[src/rtl/cp_pkg.sv]
// Shared definitions for the cyclic-prefix inserter/remover pair: framer state,
// size limits and the configuration clamping rules.
package cp_pkg;

  typedef enum logic {
    DISCARD = 1'b0,
    PASS    = 1'b1
  } cp_state_e;

  localparam int MIN_LOG2     = 3;
  localparam int MAX_LOG2_DEF = 11;
  localparam int CNT_W_DEF    = MAX_LOG2_DEF + 1;

  function automatic int clamp_log2(input int log2, input int max_log2);
    if (log2 < MIN_LOG2) return MIN_LOG2;
    if (log2 > max_log2) return max_log2;
    return log2;
  endfunction

  // A prefix can never be as long as the body it precedes.
  function automatic int clamp_cp(input int cp, input int log2);
    int n;
    n = 1 << log2;
    return (cp >= n) ? n - 1 : cp;
  endfunction

endpackage

[src/rtl/cyclic_prefix_remover_if.sv]
// AXI4-Stream sample bus with source (master) and sink (slave) views.
interface cyclic_prefix_remover_if #(
  parameter int DATA_WIDTH = 32
);
  logic [DATA_WIDTH-1:0] tdata;
  logic                  tvalid;
  logic                  tready;
  logic                  tlast;

  modport master (output tdata, output tvalid, output tlast, input tready);
  modport slave  (input tdata, input tvalid, input tlast, output tready);
endinterface

[src/rtl/axis_out_reg.sv]
// One-deep AXI4-Stream output register; holds data/last while stalled and
// lets a new load replace a beat that drains in the same cycle.
module axis_out_reg #(
  parameter int DATA_WIDTH = 32
) (
  input  logic                  clk,
  input  logic                  rst,
  input  logic                  load,
  input  logic [DATA_WIDTH-1:0] ld_data,
  input  logic                  ld_last,
  output logic                  can_load,
  cyclic_prefix_remover_if.master m
);

  logic                  vld_q, vld_d;
  logic                  last_q, last_d;
  logic [DATA_WIDTH-1:0] data_q, data_d;

  assign can_load = !vld_q || m.tready;

  always_comb begin
    vld_d  = vld_q;
    last_d = last_q;
    data_d = data_q;
    if (load) begin
      vld_d  = 1'b1;
      last_d = ld_last;
      data_d = ld_data;
    end else if (m.tready) begin
      vld_d = 1'b0;
    end
  end

  always_ff @(posedge clk) begin
    if (rst) begin
      vld_q  <= 1'b0;
      last_q <= 1'b0;
      data_q <= '0;
    end else begin
      vld_q  <= vld_d;
      last_q <= last_d;
      data_q <= data_d;
    end
  end

  assign m.tvalid = vld_q;
  assign m.tlast  = last_q;
  assign m.tdata  = data_q;

endmodule

[src/rtl/cyclic_prefix_remover.sv]
// Strips the cyclic prefix from each OFDM symbol and forwards the N body
// samples with TLAST on the last one; checks input TLAST framing.
module cyclic_prefix_remover
  import cp_pkg::*;
#(
  parameter int DATA_WIDTH = 32,
  parameter int MAX_LOG2   = MAX_LOG2_DEF,
  parameter int CNT_W      = MAX_LOG2 + 1
) (
  input  logic             ACLK,
  input  logic             ARESET,
  input  logic [3:0]       cfg_fft_len_log2,
  input  logic [CNT_W-1:0] cfg_cp_len,
  cyclic_prefix_remover_if.slave  s_axis,
  cyclic_prefix_remover_if.master m_axis,
  output logic [15:0]      sym_count,
  output logic             err_tlast
);

  cp_state_e        state_q, state_d, cur_state, start_state;
  logic             start_q, start_d;
  logic [CNT_W-1:0] cnt_q, cnt_d;
  logic [CNT_W-1:0] cp_q, cp_d, cfg_cp_c, cur_cp, n_last;
  logic [3:0]       log2_q, log2_d, cfg_log2_c, cur_log2;
  logic [15:0]      sym_q, sym_d;
  logic             err_q, err_d;
  logic             can_load, load, ld_last, s_ready, in_xfer, restart;

  axis_out_reg #(.DATA_WIDTH(DATA_WIDTH)) u_out (
    .clk      (ACLK),
    .rst      (ARESET),
    .load     (load),
    .ld_data  (s_axis.tdata),
    .ld_last  (ld_last),
    .can_load (can_load),
    .m        (m_axis)
  );

  // start_q marks the first cycle after reset: the live config is used
  // directly so the first symbol needs no extra latch cycle.
  always_comb begin
    cfg_log2_c  = 4'(clamp_log2(int'(cfg_fft_len_log2), MAX_LOG2));
    cfg_cp_c    = CNT_W'(clamp_cp(int'(cfg_cp_len), int'(cfg_log2_c)));
    start_state = (cfg_cp_c == '0) ? PASS : DISCARD;
    cur_log2    = start_q ? cfg_log2_c : log2_q;
    cur_cp      = start_q ? cfg_cp_c : cp_q;
    cur_state   = start_q ? start_state : state_q;
    n_last      = (CNT_W'(1) << cur_log2) - 1'b1;

    s_ready = !ARESET && ((cur_state == DISCARD) || can_load);
    in_xfer = s_axis.tvalid && s_ready;

    state_d = cur_state;
    cnt_d   = cnt_q;
    log2_d  = cur_log2;
    cp_d    = cur_cp;
    start_d = 1'b0;
    sym_d   = sym_q;
    err_d   = 1'b0;
    load    = 1'b0;
    ld_last = 1'b0;
    restart = 1'b0;

    if (in_xfer) begin
      if (cur_state == DISCARD) begin
        if (s_axis.tlast) begin
          err_d   = 1'b1;
          restart = 1'b1;
        end else if (cnt_q == cur_cp - 1'b1) begin
          state_d = PASS;
          cnt_d   = '0;
        end else begin
          cnt_d = cnt_q + 1'b1;
        end
      end else begin
        load = 1'b1;
        if (cnt_q == n_last) begin
          ld_last = 1'b1;
          err_d   = !s_axis.tlast;
          sym_d   = sym_q + 16'd1;
          restart = 1'b1;
        end else if (s_axis.tlast) begin
          // Early TLAST still closes the partial symbol downstream.
          ld_last = 1'b1;
          err_d   = 1'b1;
          restart = 1'b1;
        end else begin
          cnt_d = cnt_q + 1'b1;
        end
      end
    end

    if (restart) begin
      cnt_d   = '0;
      log2_d  = cfg_log2_c;
      cp_d    = cfg_cp_c;
      state_d = start_state;
    end
  end

  always_ff @(posedge ACLK) begin
    if (ARESET) begin
      start_q <= 1'b1;
      state_q <= DISCARD;
      cnt_q   <= '0;
      log2_q  <= 4'(MIN_LOG2);
      cp_q    <= '0;
      sym_q   <= '0;
      err_q   <= 1'b0;
    end else begin
      start_q <= start_d;
      state_q <= state_d;
      cnt_q   <= cnt_d;
      log2_q  <= log2_d;
      cp_q    <= cp_d;
      sym_q   <= sym_d;
      err_q   <= err_d;
    end
  end

  assign s_axis.tready = s_ready;
  assign sym_count     = sym_q;
  assign err_tlast     = err_q;

endmodule

[src/flat_wrapper.sv]
// flat-port wrapper written by rule: the top's interface ports become plain ports
module cyclic_prefix_remover_flat import cp_pkg::*;
#(
  parameter int DATA_WIDTH = 32,
  parameter int MAX_LOG2   = MAX_LOG2_DEF,
  parameter int CNT_W      = MAX_LOG2 + 1
)
  (ACLK, ARESET, cfg_fft_len_log2, cfg_cp_len, sym_count, err_tlast, s_axis_tdata, s_axis_tvalid, s_axis_tlast, s_axis_tready, m_axis_tdata, m_axis_tvalid, m_axis_tlast, m_axis_tready);
  cyclic_prefix_remover_if #(.DATA_WIDTH(DATA_WIDTH)) s_axis_i ();
  cyclic_prefix_remover_if #(.DATA_WIDTH(DATA_WIDTH)) m_axis_i ();
  input  logic ACLK;
  input  logic ARESET;
  input  logic [3:0] cfg_fft_len_log2;
  input  logic [CNT_W-1:0] cfg_cp_len;
  output logic [15:0] sym_count;
  output logic err_tlast;
  input wire logic [$bits(s_axis_i.tdata)-1:0] s_axis_tdata;
  input wire logic [$bits(s_axis_i.tvalid)-1:0] s_axis_tvalid;
  input wire logic [$bits(s_axis_i.tlast)-1:0] s_axis_tlast;
  output wire logic [$bits(s_axis_i.tready)-1:0] s_axis_tready;
  output wire logic [$bits(m_axis_i.tdata)-1:0] m_axis_tdata;
  output wire logic [$bits(m_axis_i.tvalid)-1:0] m_axis_tvalid;
  output wire logic [$bits(m_axis_i.tlast)-1:0] m_axis_tlast;
  input wire logic [$bits(m_axis_i.tready)-1:0] m_axis_tready;
  assign s_axis_i.tdata = s_axis_tdata;
  assign s_axis_i.tvalid = s_axis_tvalid;
  assign s_axis_i.tlast = s_axis_tlast;
  assign s_axis_tready = s_axis_i.tready;
  assign m_axis_tdata = m_axis_i.tdata;
  assign m_axis_tvalid = m_axis_i.tvalid;
  assign m_axis_tlast = m_axis_i.tlast;
  assign m_axis_i.tready = m_axis_tready;
  cyclic_prefix_remover #(.DATA_WIDTH(DATA_WIDTH), .MAX_LOG2(MAX_LOG2), .CNT_W(CNT_W)) u_core (.ACLK(ACLK), .ARESET(ARESET), .cfg_fft_len_log2(cfg_fft_len_log2), .cfg_cp_len(cfg_cp_len), .s_axis(s_axis_i), .m_axis(m_axis_i), .sym_count(sym_count), .err_tlast(err_tlast));
endmodule
[config.mk]
export PLATFORM = sky130hd
export DESIGN_NAME = cyclic_prefix_remover_flat
export DESIGN_NICKNAME = d
export VERILOG_FILES = /design/src/rtl/cp_pkg.sv /design/src/rtl/cyclic_prefix_remover_if.sv /design/src/rtl/axis_out_reg.sv /design/src/rtl/cyclic_prefix_remover.sv /design/src/flat_wrapper.sv
export SDC_FILE = /design/constraint.sdc
export NUM_CORES = 1
export LEC_CHECK = 0
export CAP_MARGIN = 20
export CORE_ASPECT_RATIO = 1.1
export CORE_UTILIZATION = 50
export CTS_CLUSTER_DIAMETER = 150
export DETAILED_ROUTE_END_ITERATION = 10
export HOLD_SLACK_MARGIN = 0.08
export MAX_ROUTING_LAYER = met4
export PLACE_DENSITY = 0.75
export SLEW_MARGIN = 0
export SYNTH_ARGS = -nofsm -noshare
export SYNTH_HDL_FRONTEND = slang
export SYNTH_SLANG_ARGS = --single-unit
[constraint.sdc]
create_clock -name ACLK -period 12 [get_ports ACLK]
set_clock_uncertainty 0.05 [all_clocks]
set_input_delay 1.2 -clock ACLK [delete_from_list [all_inputs] [get_ports ACLK]]
set_output_delay 1.2 -clock ACLK [all_outputs]
set_load 0.02 [all_outputs]
* Word-level counts from Yosys, hierarchy flattened *
Cells that the tools add are included.

operators by class
  $add $sub $neg = 5
  order comparisons = 3
  eq/ne operators = 5
  shift-type cells = 2
  muxes and demuxes = 37
  bitwise logic cells = 2
  reduce and logical (&&, ||, !) cells = 13

operators by type and width
  cell                                                                           count
  12-bit 2-to-1 mux                                                              8
  13-bit by 32-bit greater-or-equal comparator with 1-bit output                 1
  1-bit by 4-bit << shifter with 32-bit output (first input constant)            1
  12-bit == test                                                                 2
  12-bit by 1-bit subtractor with 12-bit output (second input constant)          2
  1-bit 2-to-1 mux                                                               23
  4-bit 2-to-1 mux                                                               5
  16-bit by 1-bit adder with 16-bit output (second input constant)               1
  12-bit by 1-bit adder with 12-bit output (second input constant)               1
  12-bit logical NOT                                                             1
  1-bit by 4-bit << shifter with 12-bit output (first input constant)            1
  12-bit by 2-bit subtractor with 12-bit output (second input constant)          1
  4-bit > comparator (second input constant)                                     1
  4-bit by 2-bit less-than comparator with 1-bit output (second input constant)  1
  2-bit by 1-bit inequality test with 1-bit output (second input constant)       2
  4-bit AND reduction                                                            1
  2-bit OR reduction                                                             2
  1-bit logical NOT                                                              3
  3-bit AND reduction                                                            1
  1-bit logical AND                                                              2
  1-bit logical OR                                                               2
  2-bit 2-to-1 mux                                                               1
  2-bit inequality test (second input constant)                                  1
  1-bit NOT                                                                      2
  2-bit nonzero test                                                             1

word-level totals
  flip-flop bits (word level) = 81
  input bits = 53
  output and inout port bits = 52
  logic and storage cells = 77

* Depth between registers and ports, before layout *
Gate-level depths: netlist of run 1.

  depth after elaboration = 17
  mapped depth = 23

* By module *
Synthesis of run 1 repeated with hierarchy kept, for this count alone.

second synthesis, totals
  cells, all modules = 653
  area, all modules = 5310.1 um^2

by module, submodules not included
  module                 instances  cells each  area an instance (um^2)  seq. area each (um^2)
  cyclic_prefix_remover  1          542         4071.4                   940.9
  axis_out_reg           1          111         1238.7                   680.7

* Worst setup path before layout of run 1 *
Ideal clock, no wire load.

  path kind = in2reg
  start point = in cfg_fft_len_log2[3]
  end point = reg u_core.cnt_q[6]
  setup time = 0.064 ns
  data arrival time = 5.083 ns
  required time = 11.886 ns
  setup slack = 6.803 ns
  stages on the path = 22
  buffers on the path = 4
  cells stage by stage = clkbuf_1 > nor2b_1 > nand2_1 > ha_1 > a211oi_1 > o21ba_2 > clkbuf_1 > o21ai_1 > buf_2 > nor2_1 > a21oi_1 > mux2i_1 > ha_1 > inv_1 > a311oi_1 > nand4bb_1 > xnor2_1 > mux2_2 > a21oi_1 > o31ai_2 > buf_6 > nor2_1

on the way
  longest elaborated chain between the ends = 17

RTL lines
  element                                                                                                                  line                          source
  from (decl)                                                                                                              flat_wrapper.sv:13            input logic [3:0] cfg_fft_len_log2;
  4-bit by 2-bit less-than comparator with 1-bit output or 4-bit > comparator (tied branches)                              cp_pkg.sv:15, cp_pkg.sv:16
  2-bit 2-to-1 mux or 1-bit 2-to-1 mux (tied branches)                                                                     cp_pkg.sv:15, cp_pkg.sv:16
  4-bit 2-to-1 mux or 1-bit 2-to-1 mux (tied branches)                                                                     cp_pkg.sv:16                  if (log2 > max_log2) return max_log2;
  4-bit 2-to-1 mux                                                                                                         cp_pkg.sv:17                  return log2;
  4-bit 2-to-1 mux *                                                                                                       cp_pkg.sv:16
  parallel branches: the longest is 12 deep, another holds 13-bit by 32-bit greater-or-equal comparator with 1-bit output  n/a
  to (signal assigned)                                                                                                     cyclic_prefix_remover.sv:113  cnt_q <= cnt_d;
  to (decl)                                                                                                                cyclic_prefix_remover.sv:22   logic [CNT_W-1:0] cnt_q, cnt_d;

Mark *: on every way between the ends. The select of a mux whose other input is x is not followed.
A chain may end at the register's enable or synchronous reset.

* Worst setup path after layout of run 1 *
  start point = in cfg_fft_len_log2[3]
  end point = reg u_core.cnt_q[0]

Same word-level chain as after synthesis.

==> flow_summary.rst, run 1 <==
.. list-table::
   :header-rows: 1

   * - Metric
     - Value
   * - DR DRC count
     - 0
   * - Final critical path time including I/O delays and setup
     - 6414 ps
   * - Footprint of the multi-input gates
     - 0.003405 mm2
   * - Number of failing hold endpoints at the final stage
     - 0
   * - Top_reg_cell synth
     - sky130_fd_sc_hd__dfxtp_1
   * - Post-DR wirelength/cell
     - 16.56 um
   * - Placed Area
     - 0.006350 mm2
   * - Remaining antenna violation count
     - 0
   * - Setup slack, reg-to-reg
     - 7030 ps
   * - Area fraction in and, or, nand and nor cells after synthesis
     - 27.70%
   * - Main combinational cell family by area after synthesis
     - simple AND/OR/NAND/NOR gates
   * - Post-CTS Resized
     - 0
   * - Worst hold stages
     - 2
   * - Antenna violations before repair
     - 0
   * - Unrepaired setup endpoints after global routing
     - false
   * - FMAX
     - 0.1559 GHz
   * - Starting density of the core
     - 52.35%
   * - Share of the clock period used by the worst path
     - 53.45%
   * - Fillcell total
     - 917
   * - Dpl hpwl
     - 11.24 mm
   * - Yosys synthesis warning count
     - 0
   * - Mapped Cells
     - 694
   * - Pre-Repair DR Iteration Count
     - 5
   * - Clk_lat worst skew
     - 360 ps
   * - Family of cells with the greatest summed delay on the critical path
     - compound AO/OA/AOI/OAI gates
   * - Launch point of the worst hold path
     - u_core.u_out.m.tdata[4]
   * - Part of the Yosys area used for sequential elements
     - 30.73%
   * - CTS clk-pin slew, worst paths
     - 80 ps
   * - Transition time at the pin with the least slew margin
     - 936.3 ps
   * - Floorplan die height
     - 109.7 um
   * - H-tree depth reported by CTS
     - 3
   * - Largest cells by area after synthesis
     - sky130_fd_sc_hd__dfxtp_1 (31%), sky130_fd_sc_hd__nand2_1 (7.8%), sky130_fd_sc_hd__a21oi_1 (6.3%), sky130_fd_sc_hd__xnor2_1 (5.5%), sky130_fd_sc_hd__nor2_1 (5.1%)
   * - Worst path most repeated cell
     - sky130_fd_sc_hd__ha_1
   * - Max-slew violation count
     - 0
   * - Via count of the first global-routing pass
     - 5239
   * - CTS Buf Count
     - 9
   * - Ratio of total power to cell area
     - 98.41 mW/mm2
   * - Count of unique library cells instantiated by Yosys
     - 77
   * - Total negative slack for setup checks
     - 0 ps
   * - Pin count of the biggest net entering global routing
     - 73
   * - Post-layout nets
     - 845
   * - Clock Tree Root
     - sky130_fd_sc_hd__clkbuf_8
   * - Worst EP required
     - 12170 ps
   * - Area share of the leading cell type in the synthesized netlist
     - 30.73%
   * - Die Outline Area
     - 0.01097 mm2
   * - Critical Path Slowest Stage Cell
     - sky130_fd_sc_hd__clkdlybuf4s50_1
   * - Final design area excluding fillers
     - 0.006571 mm2
   * - Critical Path Sink Type
     - register
   * - Antenna diode count
     - 0
   * - Fraction of final layout cells with drive strength greater than 1
     - 5.913%
   * - Cell with the most instances after synthesis
     - sky130_fd_sc_hd__nand2_1
   * - Area Growth Syn to Fin
     - 24.54%
   * - Worst reg2reg endpoint
     - u_core.cp_q[11]
   * - Worst setup path class
     - in -> reg
   * - Largest stage delay on the critical path
     - 900 ps
   * - Fraction of registers with async set/reset
     - 0%
   * - Share of synthesized cell area in full adder, half adder and majority cells
     - 4.695%
   * - Wire length of the first global-routing pass
     - 24.67 mm
   * - Hold worst-path end
     - u_core.u_out.m.tdata[4]
   * - Fraction of synthesized area in multiplexers
     - 2.158%
   * - Path depth of the worst reg2reg path
     - 17
   * - Post-synthesis instance area
     - 0.005276 mm2
   * - Clock tree from TritonCTS
     - yes
   * - Slew HR
     - 37.16%
   * - Post-synth EDFFs
     - 0
   * - Post-detailed-route via-to-cell ratio
     - 5.881
   * - # port buffers
     - 104
   * - Critical Path AT
     - 6580 ps
   * - Total gr overflow
     - 0
   * - Number of hold buffers added after cts
     - 0
   * - Yosys top cell by area
     - sky130_fd_sc_hd__dfxtp_1
   * - Cell Chain, Critical Path
     - clkdlybuf4s50_1, nor2b_1, nand2_1, ha_1, a211oi_1, o21ba_2, nand3_1, o31ai_1, ha_1, inv_1, a311oi_1, nand4bb_1, xnor2_1, mux2_2, a21oi_1, o31ai_2, nor2_1
   * - # IOs
     - 105
   * - Peak VDD IR
     - 63.83 uV
   * - Fraction of the mapped netlist area in compound gates
     - 22.81%
   * - Overall die width
     - 99.95 um
   * - Floorplan Core Area
     - 0.01008 mm2
   * - Synth top cells by count
     - sky130_fd_sc_hd__nand2_1 (110), sky130_fd_sc_hd__dfxtp_1 (81), sky130_fd_sc_hd__nor2_1 (72), sky130_fd_sc_hd__a21oi_1 (66), sky130_fd_sc_hd__xnor2_1 (33)
   * - Number of sinks on the clock net
     - 81
   * - Vias post-DR
     - 5399
   * - Sort of element at the start of the critical path
     - input pin
   * - Finish-stage setup viols
     - 0
   * - Avg Inst Size Synth
     - 7.603 um2
   * - Clk buf depth
     - 2
   * - Post-CTS Repair Setup Buffers
     - 0
   * - Final weighted congestion of routability-driven global placement
     - 0.9132
   * - Crit Path Max Fanout
     - 22
   * - Xor-xnor portion of the synthesized cell area
     - 6.806%
   * - Status
     - completed
   * - Aggregate routed wire length
     - 15.20 mm
   * - Launching element of the worst setup path
     - cfg_fft_len_log2[3]
   * - Hold Path Class
     - reg -> reg
   * - Global-route total usage across every layer
     - 29.69%
   * - Standby leakage power
     - 0.002281 uW
   * - Total area of sequential cells
     - 0.001622 mm2
   * - Rows
     - 38
   * - Flops & latches, synth
     - 81
   * - Launching point of the worst reg2reg path
     - u_core.start_q
   * - Worst path buffer plus inverter count
     - 2
   * - DRC marker count from the first detailed-route iteration
     - 333
   * - # Max-Cap Violations
     - 0
[power breakdown]
group	internal, uW	leakage [uW]	total, uW	switching, uW
Combinational	60.7	0.00152	142	81.4
Sequential	274	0.000656	279	4.92
Clock	123	0.000107	225	102
Total	459	0.00228	647	188
[kinds of logic after synthesis]
group	count (synthesis)
mux	11
simple gates	299
other cells	2
fa+ha+maj	20
compound gates	176
flops	81
xor+xnor	41
buf+inv	64
[how the worst max path moves through the flow]
stage	depth (start not counted)	end
2_1_floorplan	22	u_core.cnt_q[6]
3_3_place_gp	17	u_core.cnt_q[7]
3_5_place_dp	17	u_core.cnt_q[3]
4_1_cts	11	s_axis_tready
5_1_grt	14	u_core.cnt_q[0]
6_report	17	u_core.cnt_q[0]
[sequential cells by signal, indices dropped and copies added, names as in the netlist]
name and count:
u_core.start_q 1, u_core.u_out.m.tdata 32, u_core.state_q 1, u_core.u_out.m.tvalid 1
u_core.cnt_q 12, u_core.sym_count 16, u_core.cp_q 12, u_core.err_tlast 1
u_core.u_out.m.tlast 1, u_core.log2_q 4
[per-layer routing]
metal,wire (um),share of wire (%),up-vias,global-route usage (%)
met3,1064,7.0,38,6.294
met1,6410,42,2530,34.19
met4,396,2.6,0,13.55
li1,-,-,2632,-
met2,7329,48,199,49.70
met5,0,0,-,-
[layout by cell type (no fill, tap or decap), types with 10 or more instances in the layout]
master	n
sky130_fd_sc_hd__clkdlybuf4s50_1	103
sky130_fd_sc_hd__inv_1	20
sky130_fd_sc_hd__a21oi_1	66
sky130_fd_sc_hd__dfxtp_1	81
sky130_fd_sc_hd__nor2_1	72
sky130_fd_sc_hd__o211ai_1	13
sky130_fd_sc_hd__o21ai_0	21
sky130_fd_sc_hd__clkbuf_8	10
sky130_fd_sc_hd__nor2b_1	11
sky130_fd_sc_hd__ha_1	19
sky130_fd_sc_hd__or3_1	10
sky130_fd_sc_hd__nand3_1	21
sky130_fd_sc_hd__nand2_1	110
sky130_fd_sc_hd__xnor2_1	33
sky130_fd_sc_hd__nor3_1	17
[worst register-to-register path, delay by kind of cell (launching register included)]
family          cells  cell delay, ps
xor+xnor            1             290
compound gates      6            1510
flops               1             310
simple gates        6            1630
fa+ha+maj           2             550
buf+inv             2             550
[stage by stage]
step | util [%] | worst slack, ps | instances | hold WS, ps | power [uW]
3_3_place_gp | 63.00 | 5500 | 902 | 391.2 | 421.5
3_5_place_dp | 63.00 | 5316 | 902 | 397.4 | 424.1
4_1_cts | 65.19 | 5674 | 918 | 407.9 | 647.7
2_1_floorplan | - | 6803 | 697 | 382.7 | 380.4
5_1_grt | 65.19 | 5193 | 918 | 424.2 | 673.3
6_report | 65.19 | 5586 | 918 | 405.8 | 646.7
[final cells by class]
type | instances | area share, %
sequential | 81 | 24.68
multi-input combinational | 552 | 51.81
timing repair buffer | 109 | 16.34
inverter | 20 | 1.142
clock inverter | 4 | 1.161
clock buffer | 12 | 2.209
tap | 140 | 2.666
(Power assumes the default switching activity.)
==> run 2, diff against run 1 <==
clock period = 6.3 ns   (was 12 ns; I/O delays follow)
==> run 2 against run 1 <==
Net effect: sequential share of layout area is 0.13 points lower; die area stayed put; global-route usage is 0.73 points lower; design area is 0.51% higher; register-to-register slack worse by 5300 ps; largest power group unchanged; combinational power is 92% higher; setup slack worse by 4700 ps; routed wire length is 0.47% lower; sequential power is 91% higher; final cell count is 0.44% higher; critical path type unchanged; clock-buffer cell count is 3 lower; power is 92% higher.
==> flow_summary.rst, run 2 (synthesized netlist as in run 1, its figures left out) <==
.. list-table::
   :header-rows: 1

   * - Metric
     - Value
   * - Number of hold buffers added after cts
     - 0
   * - Pin count of the biggest net entering global routing
     - 73
   * - Finish-stage setup viols
     - 0
   * - Number of sinks on the clock net
     - 81
   * - Clk_lat worst skew
     - 360 ps
   * - # port buffers
     - 104
   * - Fraction of final layout cells with drive strength greater than 1
     - 6.650%
   * - Critical Path Slowest Stage Cell
     - sky130_fd_sc_hd__clkdlybuf4s50_1
   * - Placed Area
     - 0.006380 mm2
   * - Unrepaired setup endpoints after global routing
     - false
   * - Clock tree from TritonCTS
     - yes
   * - Total gr overflow
     - 0
   * - Wire length of the first global-routing pass
     - 24.25 mm
   * - # Max-Cap Violations
     - 0
   * - Peak VDD IR
     - 138.6 uV
   * - Max-slew violation count
     - 0
   * - Critical Path Sink Type
     - register
   * - DR WL met3
     - 1.026 mm
   * - Final weighted congestion of routability-driven global placement
     - 0.8910
   * - Floorplan Core Area
     - 0.01008 mm2
   * - Post-CTS Resized
     - 0
   * - Wire length the detailed router placed on met1
     - 6.864 mm
   * - Area Growth Syn to Fin
     - 25.18%
   * - Die Outline Area
     - 0.01097 mm2
   * - Footprint of the multi-input gates
     - 0.003405 mm2
   * - Floorplan die height
     - 109.7 um
   * - H-tree depth reported by CTS
     - 3
   * - Antenna violations before repair
     - 0
   * - Worst slack after detailed placement
     - 586.7 ps
   * - Remaining antenna violation count
     - 0
   * - Post-layout nets
     - 849
   * - Flip-flop count of the largest register, all copies and words added
     - 32
   * - Rows
     - 38
   * - # IOs
     - 105
   * - Total area of sequential cells
     - 0.001622 mm2
   * - Sort of element at the start of the critical path
     - input pin
   * - Critical Path AT
     - 5660 ps
   * - Final critical path time including I/O delays and setup
     - 5446 ps
   * - Antenna diode count
     - 0
   * - Commonest cells after routing, fill and taps aside
     - sky130_fd_sc_hd__nand2_1 (110), sky130_fd_sc_hd__clkdlybuf4s50_1 (103), sky130_fd_sc_hd__dfxtp_1 (81)
   * - Slew HR
     - 34.36%
   * - DRC marker count from the first detailed-route iteration
     - 352
   * - Global-route total usage across every layer
     - 28.95%
   * - Dpl hpwl
     - 11.12 mm
   * - Vias post-DR
     - 5331
   * - Post-CTS Repair Setup Buffers
     - 0
   * - Family of cells with the greatest summed delay on the critical path
     - compound AO/OA/AOI/OAI gates
   * - Worst setup path class
     - in -> reg
   * - Worst EP required
     - 6510 ps
   * - Hold Path Class
     - reg -> reg
   * - Final Core Density
     - 65.53%
   * - Sum of internal, switching and leakage power
     - 1240 uW
   * - DR DRC count
     - 0
   * - Final design area excluding fillers
     - 0.006605 mm2
   * - Cell Chain, Critical Path
     - clkdlybuf4s50_1, nor2b_1, nand2_1, ha_1, a211oi_1, o21bai_1, o21ai_1, a31oi_1, nor4b_4, nand3_1, o31ai_1, nand4_1, o31ai_2, buf_4, nor2_1
   * - Status
     - completed
   * - Starting density of the core
     - 52.35%
   * - Uppermost metal layer occupied by signal nets
     - met4
   * - Least setup slack across all paths after layout
     - 853.9 ps
   * - Worst path buffer plus inverter count
     - 2
   * - Transition time at the pin with the least slew margin
     - 978.1 ps
   * - Fillcell total
     - 908
   * - Post-detailed-route via-to-cell ratio
     - 5.782
   * - Aggregate routed wire length
     - 15.13 mm
   * - Share of the clock period used by the worst path
     - 86.45%
   * - Total negative slack for setup checks
     - 0 ps
   * - Number of failing hold endpoints at the final stage
     - 0
   * - Standby leakage power
     - 0.002305 uW
   * - Crit Path Max Fanout
     - 22
   * - Pre-Repair DR Iteration Count
     - 5
   * - FMAX
     - 0.1836 GHz
   * - CTS clk-pin slew, worst paths
     - 90 ps
   * - Clock Tree Root
     - sky130_fd_sc_hd__clkbuf_8
   * - Most frequent standard cell in the layout excluding fill and tap cells
     - sky130_fd_sc_hd__nand2_1
   * - Overall die width
     - 99.95 um
   * - Clk buf depth
     - 2
   * - Post-DR wirelength/cell
     - 16.41 um
   * - Met2 layer wire length in the routed design
     - 6.910 mm
   * - Via count of the first global-routing pass
     - 5030
   * - Largest stage delay on the critical path
     - 900 ps
   * - CTS Buf Count
     - 9
   * - Ratio of total power to cell area
     - 187.7 mW/mm2
[run 2: cell types whose count changed in the layout (fill, tap and decap cells not counted), sizes merged]
| cell | before | now |
|---|---|---|
| buf | 6 | 10 |
| clkbuf | 12 | 9 |
| clkinv | 1 | 2 |
| inv | 20 | 22 |
[run 2: per-stage QoR]
step | instances | hold slack (ps)
6_report | 922 | 405.6
3_3_place_gp | 906 | 391.0
5_1_grt | 922 | 426.7
2_1_floorplan | 697 | 382.7
4_1_cts | 922 | 409.1
3_5_place_dp | 906 | 397.0
[run 2: cell type report]
cell class                 instances  share of cell area, %
tap                              140                  2.652
clock inverter                     7                  1.534
clock buffer                       9                  1.875
multi-input combinational        552                  51.54
sequential                        81                  24.55
timing repair buffer             113                  16.71
inverter                          20                  1.137
[run 2: per-layer routing]
metal / vias up / global-route usage (%)
li1: 2625 / -
met5: - / -
met4: 0 / 10.08
met1: 2465 / 37.52
met2: 208 / 45.37
met3: 33 / 5.277
[run 2: path summary, 6_finish.rpt]
kind / startpoint / to / slack (ps) / depth (start not counted)
worst min register to register: u_core.u_out.m.tdata[24] / u_core.u_out.m.tdata[24] / 410 / 2
worst min-delay path: u_core.u_out.m.tdata[24] / u_core.u_out.m.tdata[24] / 410 / 2
worst max register to register: u_core.start_q / u_core.cnt_q[11] / 1720 / 17
worst max-delay path: cfg_fft_len_log2[3] / u_core.cnt_q[9] / 850 / 15
[run 2: power breakdown]
part	internal (uW)	total, uW	switching, uW
clock	227	435	208
sequential	523	533	9.91
combinational	118	272	154
total	868	1240	372
[run 2: tightest hold or removal path, delay by kind of cell (launching register included)]
kind             cells  cell delay, ps
flip-flops           1             310
AND/OR/NAND/NOR      1              50
AO/OA/AOI/OAI        1              50
==> run 3, diff against run 2 <==
SYNTH_HIERARCHICAL = 1   (was unset)
==> run 3 against run 2 <==
Net effect: design area rose by 1.4%; synthesized area rose by 0.64%; sequential cell count did not move; register-to-register slack got worse by 320 ps; global-route usage rose by 0.27 points; fmax fell by 4.6%; synthesized cell count fell by 5.9%; utilization fell by 0.80 points; clock-buffer cell count rose by 1; via count barely moved; hold slack improved by 21 ps; critical endpoint is now u_core/cnt_q[8]; largest power group is now the clock network; highest routed layer unchanged.
==> flow_summary.rst, run 3 <==
.. list-table::
   :header-rows: 1

   * - Metric
     - Value
   * - Number of hold buffers added after cts
     - 0
   * - Hold Path Class
     - reg -> reg
   * - Cell with the most instances after synthesis
     - sky130_fd_sc_hd__nor2_1
   * - # Max-Cap Violations
     - 0
   * - Yosys synthesis warning count
     - 6
   * - DRC marker count from the first detailed-route iteration
     - 361
   * - Sort of element at the start of the critical path
     - input pin
   * - CTS clk-pin slew, worst paths
     - 60 ps
   * - Starting density of the core
     - 51.33%
   * - Post-synthesis instance area
     - 0.005310 mm2
   * - Crit Path Max Fanout
     - 15
   * - Area share of the leading cell type in the synthesized netlist
     - 30.54%
   * - Post-layout nets
     - 812
   * - Max-slew violation count
     - 0
   * - Synth top cells by count
     - sky130_fd_sc_hd__nor2_1 (94), sky130_fd_sc_hd__dfxtp_1 (81), sky130_fd_sc_hd__nand2_1 (46), sky130_fd_sc_hd__a21oi_1 (38), sky130_fd_sc_hd__mux2i_1 (37)
   * - Post-synth EDFFs
     - 0
   * - Number of sinks on the clock net
     - 81
   * - Yosys top cell by area
     - sky130_fd_sc_hd__dfxtp_1
   * - FMAX
     - 0.1751 GHz
   * - Die Outline Area
     - 0.01104 mm2
   * - Clock tree from TritonCTS
     - yes
   * - Overall die width
     - 100.3 um
   * - Antenna diode count
     - 0
   * - Floorplan Core Area
     - 0.01034 mm2
   * - Most frequent standard cell in the layout excluding fill and tap cells
     - sky130_fd_sc_hd__clkdlybuf4s50_1
   * - Part of the Yosys area used for sequential elements
     - 30.54%
   * - Pre-Repair DR Iteration Count
     - 5
   * - Peak VDD IR
     - 163.5 uV
   * - DR DRC count
     - 0
   * - Least setup slack across all paths after layout
     - 589.1 ps
   * - Worst slack after detailed placement
     - 356.4 ps
   * - Avg Inst Size Synth
     - 8.132 um2
   * - WHS
     - 427.0 ps
   * - Via count of the first global-routing pass
     - 5037
   * - Sum of internal, switching and leakage power
     - 1354 uW
   * - Total negative slack for setup checks
     - 0 ps
   * - Status
     - completed
   * - Pin count of the biggest net entering global routing
     - 67
   * - Wire length of the first global-routing pass
     - 24.54 mm
   * - Standby leakage power
     - 0.002404 uW
   * - Area Growth Syn to Fin
     - 26.11%
   * - CTS Buf Count
     - 9
   * - Critical Path Slowest Stage Cell
     - sky130_fd_sc_hd__clkdlybuf4s50_1
   * - Clock Tree Root
     - sky130_fd_sc_hd__clkbuf_16
   * - Antenna violations before repair
     - 0
   * - Fraction of final layout cells with drive strength greater than 1
     - 7.373%
   * - Rows
     - 39
   * - Flops & latches, synth
     - 81
   * - Fraction of registers with async set/reset
     - 0%
   * - Met2 layer wire length in the routed design
     - 7.477 mm
   * - Post-detailed-route via-to-cell ratio
     - 6.001
   * - DR WL met3
     - 1.138 mm
   * - Top_reg_cell synth
     - sky130_fd_sc_hd__dfxtp_1
   * - Finish-stage setup viols
     - 0
   * - Critical Path Sink Type
     - register
   * - Share of the clock period used by the worst path
     - 90.65%
   * - Worst setup path class
     - in -> reg
   * - Critical Path AT
     - 5910 ps
   * - # port buffers
     - 104
   * - Transition time at the pin with the least slew margin
     - 1236 ps
   * - Mapped Cells
     - 653
   * - # IOs
     - 105
   * - Global-route total usage across every layer
     - 29.23%
   * - Uppermost metal layer occupied by signal nets
     - met4
   * - Clk_lat worst skew
     - 340 ps
   * - Post-DR wirelength/cell
     - 17.52 um
   * - Ratio of total power to cell area
     - 202.2 mW/mm2
   * - Flip-flop count of the largest register, all copies and words added
     - 32
   * - Floorplan die height
     - 110.1 um
   * - Post-CTS Repair Setup Buffers
     - 0
   * - Setup slack, reg-to-reg
     - 1400 ps
   * - Post-CTS Resized
     - 0
   * - Worst EP required
     - 6500 ps
   * - Largest cells by area after synthesis
     - sky130_fd_sc_hd__dfxtp_1 (31%), sky130_fd_sc_hd__mux2i_1 (7.0%), sky130_fd_sc_hd__nor2_1 (6.6%), sky130_fd_sc_hd__ha_1 (4.2%), sky130_fd_sc_hd__a21oi_1 (3.6%)
   * - Unrepaired setup endpoints after global routing
     - false
   * - Final critical path time including I/O delays and setup
     - 5711 ps
   * - H-tree depth reported by CTS
     - 3
   * - Largest stage delay on the critical path
     - 760 ps
   * - Wire length the detailed router placed on met1
     - 6.462 mm
   * - Total gr overflow
     - 0
   * - Dpl hpwl
     - 11.59 mm
   * - Final weighted congestion of routability-driven global placement
     - 0.9077
   * - Slew HR
     - 17.59%
   * - Cell Chain, Critical Path
     - clkdlybuf4s50_1, nor2b_1, nand2_1, ha_1, a21oi_1, o21a_1, nand2b_1, nand3_1, o21ai_0, nor2_1, a21oi_1, ha_1, and2_1, a32oi_1, or3_1, a221oi_1, o221ai_1, and4bb_4, o2111a_1, nor3_1
   * - Vias post-DR
     - 5335
   * - Remaining antenna violation count
     - 0
   * - Aggregate routed wire length
     - 15.57 mm
   * - Number of failing hold endpoints at the final stage
     - 0
   * - Count of unique library cells instantiated by Yosys
     - 74
   * - Commonest cells after routing, fill and taps aside
     - sky130_fd_sc_hd__clkdlybuf4s50_1 (103), sky130_fd_sc_hd__nor2_1 (94), sky130_fd_sc_hd__dfxtp_1 (81)
   * - Clk buf depth
     - 2
-- run 3: changes by cell type after synthesis, sizes merged, moves of 8 or more --
cell,before,now
a21oi,66,38
mux2i,8,37
nand2,110,46
nand4,6,14
nor2,72,94
o211ai,13,4
xnor2,33,21
xor2,8,18
-- run 3: cells by family after synthesis --
kind of cell	count (synthesis)	share of synthesized area (%)
AOI/OAI and AO/OA	138	18.64
xor gates and xnor gates	39	6.433
adders and majority gates	18	4.241
buffers and inverters	59	5.537
DFF	81	30.54
muxes	40	7.611
other	2	0.1414
and+or+nand+nor	276	26.86
-- run 3: cell type report --
class | instances | area (um2)
inverters | 20 | 75.07
repair buffers | 113 | 1104
clock inverters | 6 | 72.57
fillers | 930 | 3649
multi-input cells | 516 | 3406
well taps | 143 | 178.9
flip-flops and latches | 81 | 1622
clock buffers | 10 | 239.0
-- run 3: worst paths after layout --
check | from | to | depth (start not counted)
worst min register to register | u_core/cp_q[11] | u_core/cp_q[11] | 2
worst max-delay path | cfg_fft_len_log2[2] | u_core/cnt_q[8] | 20
worst max register to register | u_core/start_q | u_core/cp_q[3] | 15
worst min-delay path | u_core/cp_q[11] | u_core/cp_q[11] | 2
-- run 3: where the power goes --
part | total, uW | internal (uW) | leakage, uW | switching [uW]
sequential | 535 | 524 | 0.000657 | 10.6
clock | 550 | 323 | 0.000150 | 227
combinational | 270 | 118 | 0.00160 | 152
total | 1350 | 965 | 0.00240 | 390
-- run 3: per-stage QoR --
step | util [%] | cell area [um2] | cells
floorplan | - | 5321 | 656
finish | 64.73 | 6696 | 889
global route | 64.73 | 6696 | 889
detailed placement | 61.72 | 6385 | 873
CTS | 64.73 | 6696 | 889
global placement | 61.72 | 6385 | 873
-- run 3: per-layer routing --
metal  global-route usage [%]  up-vias
met5                        -        -
met4                    12.73        0
met3                    5.485       42
met2                    48.58      232
met1                    34.68     2507
li1                         -     2554
-- run 3: worst max-delay path, delay by kind of cell --
family	cells	cell delay [ps]
compound gates	8	1720
simple gates	9	2250
buf+inv	1	760
fa+ha+maj	2	550
